## src/rtl/writeback_unit.sv

```systemverilog
// writeback_unit: register-file write front end in the WB stage.
// ALU results have priority and are written one cycle after they arrive.
// Load returns are extended on entry and queued in a small FIFO. The FIFO
// drains whenever the ALU is idle. A starvation counter asks upstream for
// a one-cycle ALU hold when buffered loads keep losing arbitration.
module writeback_unit #(
  parameter int WIDTH        = 32,
  parameter int DEPTH        = 2,
  parameter int STARVE_LIMIT = 4
) (
  input  logic             clk,
  input  logic             rst,          // asynchronous, active-low
  input  logic             alu_valid,
  input  logic [4:0]       alu_rd,
  input  logic [WIDTH-1:0] alu_result,
  input  logic             mem_valid,
  output logic             mem_ready,
  input  logic [4:0]       mem_rd,
  input  logic [WIDTH-1:0] mem_data,
  input  logic [2:0]       mem_funct3,
  input  logic [1:0]       mem_addr_lo,
  output logic             alu_stall,
  input  logic [4:0]       chk_addr,
  output logic             chk_pending,
  output logic             regWrite,
  output logic [4:0]       rd_addr,
  output logic [WIDTH-1:0] write_data
);

  localparam int PTR_W = (DEPTH > 1) ? $clog2(DEPTH) : 1;
  localparam int CNT_W = $clog2(DEPTH + 1);
  localparam int STV_W = $clog2(STARVE_LIMIT + 1);

  localparam logic [CNT_W-1:0] FULL_CNT = CNT_W'(DEPTH);
  localparam logic [STV_W-1:0] STV_LAST = STV_W'(STARVE_LIMIT - 1);

  // Load-type encodings (funct3); anything not listed behaves as LW.
  localparam logic [2:0] F3_LB  = 3'b000;
  localparam logic [2:0] F3_LH  = 3'b001;
  localparam logic [2:0] F3_LBU = 3'b100;
  localparam logic [2:0] F3_LHU = 3'b101;

  // Selects the addressed byte/halfword lane and extends it to WIDTH.
  // The halfword lane ignores addr_lo[0].
  function automatic logic [WIDTH-1:0] f_extract(
    input logic [WIDTH-1:0] data,
    input logic [2:0]       f3,
    input logic [1:0]       lo
  );
    logic [7:0]  lane_b;
    logic [15:0] lane_h;
    logic [WIDTH-1:0] res;
    case (lo)
      2'd0:    lane_b = data[7:0];
      2'd1:    lane_b = data[15:8];
      2'd2:    lane_b = data[23:16];
      default: lane_b = data[31:24];
    endcase
    lane_h = lo[1] ? data[31:16] : data[15:0];
    case (f3)
      F3_LB:   res = {{(WIDTH-8){lane_b[7]}}, lane_b};
      F3_LBU:  res = {{(WIDTH-8){1'b0}}, lane_b};
      F3_LH:   res = {{(WIDTH-16){lane_h[15]}}, lane_h};
      F3_LHU:  res = {{(WIDTH-16){1'b0}}, lane_h};
      default: res = data;
    endcase
    return res;
  endfunction

  // FIFO storage (data only, not reset) and control state.
  logic [4:0]       r_rd_q   [DEPTH];
  logic [WIDTH-1:0] r_data_q [DEPTH];
  logic [PTR_W-1:0] r_wr_ptr;
  logic [PTR_W-1:0] r_rd_ptr;
  logic [CNT_W-1:0] r_count;
  logic [STV_W-1:0] r_starve;
  logic             r_alu_stall;

  // Registered write port toward the register file.
  logic             r_reg_write;
  logic [4:0]       r_rd_addr;
  logic [WIDTH-1:0] r_write_data;

  logic             w_ready;
  logic             w_empty;
  logic             w_push;
  logic             w_pop;
  logic             w_lose;
  logic [WIDTH-1:0] w_ext;
  logic [4:0]       w_head_rd;
  logic [WIDTH-1:0] w_head_data;
  logic             w_pending;

  // A full FIFO refuses pushes even if it pops this cycle; the refill
  // bubble is accepted to keep mem_ready a pure function of the count.
  assign w_ready     = (r_count != FULL_CNT);
  assign w_empty     = (r_count == '0);
  assign w_push      = mem_valid && w_ready;
  assign w_pop       = !alu_valid && !w_empty;
  assign w_lose      = alu_valid && !w_empty;
  assign w_ext       = f_extract(mem_data, mem_funct3, mem_addr_lo);
  assign w_head_rd   = r_rd_q[r_rd_ptr];
  assign w_head_data = r_data_q[r_rd_ptr];

  // Scan occupied FIFO slots for a pending write to the queried register.
  always_comb begin
    logic [PTR_W-1:0] w_off;
    w_pending = 1'b0;
    w_off     = '0;
    for (int i = 0; i < DEPTH; i++) begin
      w_off = PTR_W'(i) - r_rd_ptr;
      if ((CNT_W'(w_off) < r_count) && (r_rd_q[i] == chk_addr)) begin
        w_pending = 1'b1;
      end
    end
  end

  // Capture the extracted load into the tail slot.
  always_ff @(posedge clk) begin
    if (w_push) begin
      r_rd_q[r_wr_ptr]   <= mem_rd;
      r_data_q[r_wr_ptr] <= w_ext;
    end
  end

  // FIFO pointers and occupancy; pointers wrap naturally at DEPTH.
  always_ff @(posedge clk or negedge rst) begin
    if (!rst) begin
      r_wr_ptr <= '0;
      r_rd_ptr <= '0;
      r_count  <= '0;
    end else begin
      if (w_push) r_wr_ptr <= r_wr_ptr + PTR_W'(1);
      if (w_pop)  r_rd_ptr <= r_rd_ptr + PTR_W'(1);
      case ({w_push, w_pop})
        2'b10:   r_count <= r_count + CNT_W'(1);
        2'b01:   r_count <= r_count - CNT_W'(1);
        default: r_count <= r_count;
      endcase
    end
  end

  // Count consecutive lost arbitrations; on the limit, pulse alu_stall once.
  always_ff @(posedge clk or negedge rst) begin
    if (!rst) begin
      r_starve    <= '0;
      r_alu_stall <= 1'b0;
    end else begin
      r_alu_stall <= 1'b0;
      if (!w_lose) begin
        r_starve <= '0;
      end else if (r_starve == STV_LAST) begin
        r_starve    <= '0;
        r_alu_stall <= 1'b1;
      end else begin
        r_starve <= r_starve + STV_W'(1);
      end
    end
  end

  // Register the arbitration winner; rd=0 winners are consumed silently.
  always_ff @(posedge clk or negedge rst) begin
    if (!rst) begin
      r_reg_write  <= 1'b0;
      r_rd_addr    <= '0;
      r_write_data <= '0;
    end else if (alu_valid) begin
      r_reg_write  <= (alu_rd != 5'd0);
      r_rd_addr    <= alu_rd;
      r_write_data <= alu_result;
    end else if (w_pop) begin
      r_reg_write  <= (w_head_rd != 5'd0);
      r_rd_addr    <= w_head_rd;
      r_write_data <= w_head_data;
    end else begin
      r_reg_write  <= 1'b0;
    end
  end

  assign mem_ready   = w_ready;
  assign chk_pending = w_pending && (chk_addr != 5'd0);
  assign alu_stall   = r_alu_stall;
  assign regWrite    = r_reg_write;
  assign rd_addr     = r_rd_addr;
  assign write_data  = r_write_data;

endmodule

```

## config.mk

```make
export PLATFORM = sky130hd
export DESIGN_NAME = writeback_unit
export DESIGN_NICKNAME = d
export VERILOG_FILES = /design/src/rtl/writeback_unit.sv
export SDC_FILE = /design/constraint.sdc
export NUM_CORES = 1
export LEC_CHECK = 0
export CAP_MARGIN = 20
export CORE_MARGIN = 1
export CORE_UTILIZATION = 26
export CTS_CLUSTER_SIZE = 30
export DETAILED_ROUTE_END_ITERATION = 6
export RECOVER_POWER = 50
export SETUP_SLACK_MARGIN = 0.5
export SLEW_MARGIN = 40
export SYNTH_ARGS = -nofsm -noshare
export SYNTH_HDL_FRONTEND = slang
export SYNTH_SLANG_ARGS = --single-unit
export TNS_END_PERCENT = 30
```

## constraint.sdc

```tcl
create_clock -name clk -period 3.26 [get_ports clk]
set_clock_uncertainty 0.1 [all_clocks]
set_input_delay 0.326 -clock clk [delete_from_list [all_inputs] [get_ports clk]]
set_output_delay 0.326 -clock clk [all_outputs]
set_load 0.02 [all_outputs]
```

==> results_dict.tcl <==
set metrics [dict create \
    hpwl_um 10620 \
    fin_crit_sh 0.7526 \
    ys_warn_count 0 \
    worstHoldStart "alu_valid" \
    vias 4174 \
    drtIter0Drc 185 \
    drt-total-wl_um 14730 \
    worst_pin_slew_ns 1.877 \
    routedWlPerCell_um 16.50 \
    maxCapViolations 1 \
    netlist_area_sq_um 5557 \
    overflow 0 \
    num_antenna_cells 0 \
    fmax_mhz 407.6 \
    synth_simple_gate_area_frac 0.1171 \
    crit_start "mem_funct3[1]" \
    cts_buffers 17 \
    synth_most_common_cell "nand2_1" \
    power-per-cell-area_nw_per_um2 771.3 \
    critPathCapture "r_data_q[0][1]" \
    rsz0062_at_grt "no" \
    reg2reg_depth 5 \
    yosys.area_share.adder 0.004503 \
    crit_type "input pin to flip-flop" \
    area_growth_pct 37.74 \
    grt_first_pass_wirelength_um 23070 \
    viasPerCell 4.674 \
    place.gp.congestion 0.8122 \
    fin_nets 695 \
    ant_nets 0 \
    status "finished, violations left" \
    synth_cell_types 33 \
    p_total_mw 5.903 \
    min_path_type "input pin to flip-flop" \
    yosysSeqAreaShare 0.6071 \
    period_minus_slack_ns 2.453 \
    max-slew-margin-rel -0.2514 \
    grt_pass1_vias 4356 \
    synthTopCellsByArea "edfxtp_1, dfrtp_1, mux2i_1, nand2_1, o21ai_0" \
    required_ns 3.30 \
    io_buffer_count 128 \
    root_buffer "clkbuf_16" \
    syn_inst 481 \
    clk_pin_slew_ns 0.06 \
    dieArea_sq_um 21960 \
    finalSetupViolCount 0 \
    finalNonFillerCells 893 \
    syn_avg_cell_area_sq_um 11.55 \
    remaining_drc_errors 0 \
    insertion_delay_ns 0.41 \
    leakage_nw 3.007 \
    synth_common_cells "nand2_1, edfxtp_1, nor2_1, dfrtp_1, o21ai_0" \
    async_flop_share 0.3833 \
    worstPathArrival_ns 2.49 \
    syn-num-nets 571 \
    cp-end-kind "flip-flop" \
    grt_max_degree 54 \
    path_max_fanout 15 \
    dieWidth_um 148.2 \
    synth_top_family_by_area "compound AO/OA/AOI/OAI gates" \
    dpl.cell_count 860 \
    post-route-util 0.3652 \
    synth-edff-count 74 \
    ys_seq_elements 120 \
    grt.total_usage 0.1400 \
    synth_mux_area_frac 0.1009 \
    initial_core_util 0.2652 \
    synthXorXnorAreaFrac 0.02364 \
    ctsLongestPathBuffers 2 \
    cts_tree "built" \
    slew_viol_final 32 \
    hold_viol_final 0 \
    synth_top_area_cell "edfxtp_1" \
    die_y_um 148.2 \
    antenna_found_initial 0 \
    synth_compound_area_frac 0.1187 \
    firstDrtPassIters 4 \
    critPathLaunchType "input pin" \
    violations "capacitance limit, slew limit" \
    cts.sinks 120 \
    r2r_slack_ns 0.89 \
    finalSetupTns_ns 0 \
    timing.rr.end "write_data[28]" \
    r2r_start "r_rd_ptr" \
    num_io_pins 129 \
    htreeDepth 4 \
    synth_top_area_share 0.3999 \
    drive_gt1_frac 0.08414 \
    fp.coreArea_sq_um 20960 \
    ir_drop_mv 0.3548 \
    synth-main-ff-cell "edfxtp_1" \
    row_count 53 \
]
==> worst min-delay path by stage <==
stage	endpoint	slack [ns]	depth (start not counted)
global placement	write_data[27]	0.33	1
floorplan	alu_stall	-0.07	0
CTS	write_data[11]	0.31	3
finish	write_data[19]	0.32	3
global route	write_data[17]	0.35	3
detailed placement	r_starve[0]	0.34	1
==> layout by cell type (no fill, tap or decap), types with 3 or more instances in the layout <==
cell              n
clkbuf_16        17
mux4_2            8
a211o_1           3
xnor2_1           5
edfxtp_1         74
nand2b_1          3
clkdlybuf4s50_1  93
nor2_1           46
buf_4             6
dfrtp_1          45
nand2_1          77
o22ai_1           7
clkbuf_1          4
clkinv_2          5
a21oi_1          33
nor2b_1           9
a221o_1           7
xor2_1           10
dlygate4sd3_1    33
clkinvlp_4        6
nor3_1            3
a22o_1            8
nand3_1           3
o21ai_0          40
a211oi_1          8
mux2i_1          38
==> routing by layer <==
| metal | up-vias | GRT usage | routed length, um |
|---|---|---|---|
| met1 | 2019 | 0.1855 | 6989 |
| met2 | 139 | 0.2190 | 6711 |
| met4 | 0 | 0.05309 | 255 |
| met5 | - | 0 | 0 |
| met3 | 20 | 0.03620 | 776 |
| li1 | 1996 | - | - |
==> state kept, by name, indices dropped and copies added (netlist names) <==
register,flops
regWrite,1
r_rd_q,10
rd_addr,5
r_data_q,64
r_rd_ptr,1
alu_stall,1
r_starve,3
r_count,2
write_data,32
r_wr_ptr,1
==> per-stage QoR <==
step / setup slack [ns] / cell area (sq um) / hold slack, ns
after floorplan: 0.9514 / 5559 / -0.06959
after global placement: 0.7443 / 7137 / 0.3272
after detailed placement: 0.6260 / 7141 / 0.3369
after CTS: 0.5838 / 7666 / 0.3145
after global routing: 0.4355 / 7654 / 0.3472
final: 0.8066 / 7654 / 0.3216
==> worst max-delay path, stage by stage <==
cell and delay, ns:
dlygate4sd3_1 0.71, clkbuf_1 0.47, or2_0 0.41, nor2_1 0.10
a211oi_1 0.46
==> timing repair <==
action                     CTS  global route
hold buffers                 1             0
buffers inserted             0             0
hold endpoints to repair    30             0
gates resized for setup      0             1
setup endpoints to repair    0             1
==> power breakdown <==
group / switching [mW] / leakage, nW / internal (mW) / total (mW)
Combinational: 1.17 / 1.52 / 0.843 / 2.01
Sequential: 0.188 / 1.25 / 2.09 / 2.28
Clock: 0.662 / 0.238 / 0.958 / 1.62
Total: 2.01 / 3.01 / 3.89 / 5.90
==> kinds of logic after synthesis <==
group	after synthesis
xor+xnor	15
fa+ha+maj	2
mux	46
compound gates	109
simple gates	154
buf+inv	35
flops	120
==> cell type report <==
class                      instances  area (sq um)
sequential                       120          3374
multi-input combinational        326          2039
fill                            2067         13300
clock buffer                      19         432.9
timing repair buffer             139          1376
inverter                           1         3.754
clock inverter                    13         82.58
tap                              275         344.1
Note: power is estimated with default switching activity, not from simulation.
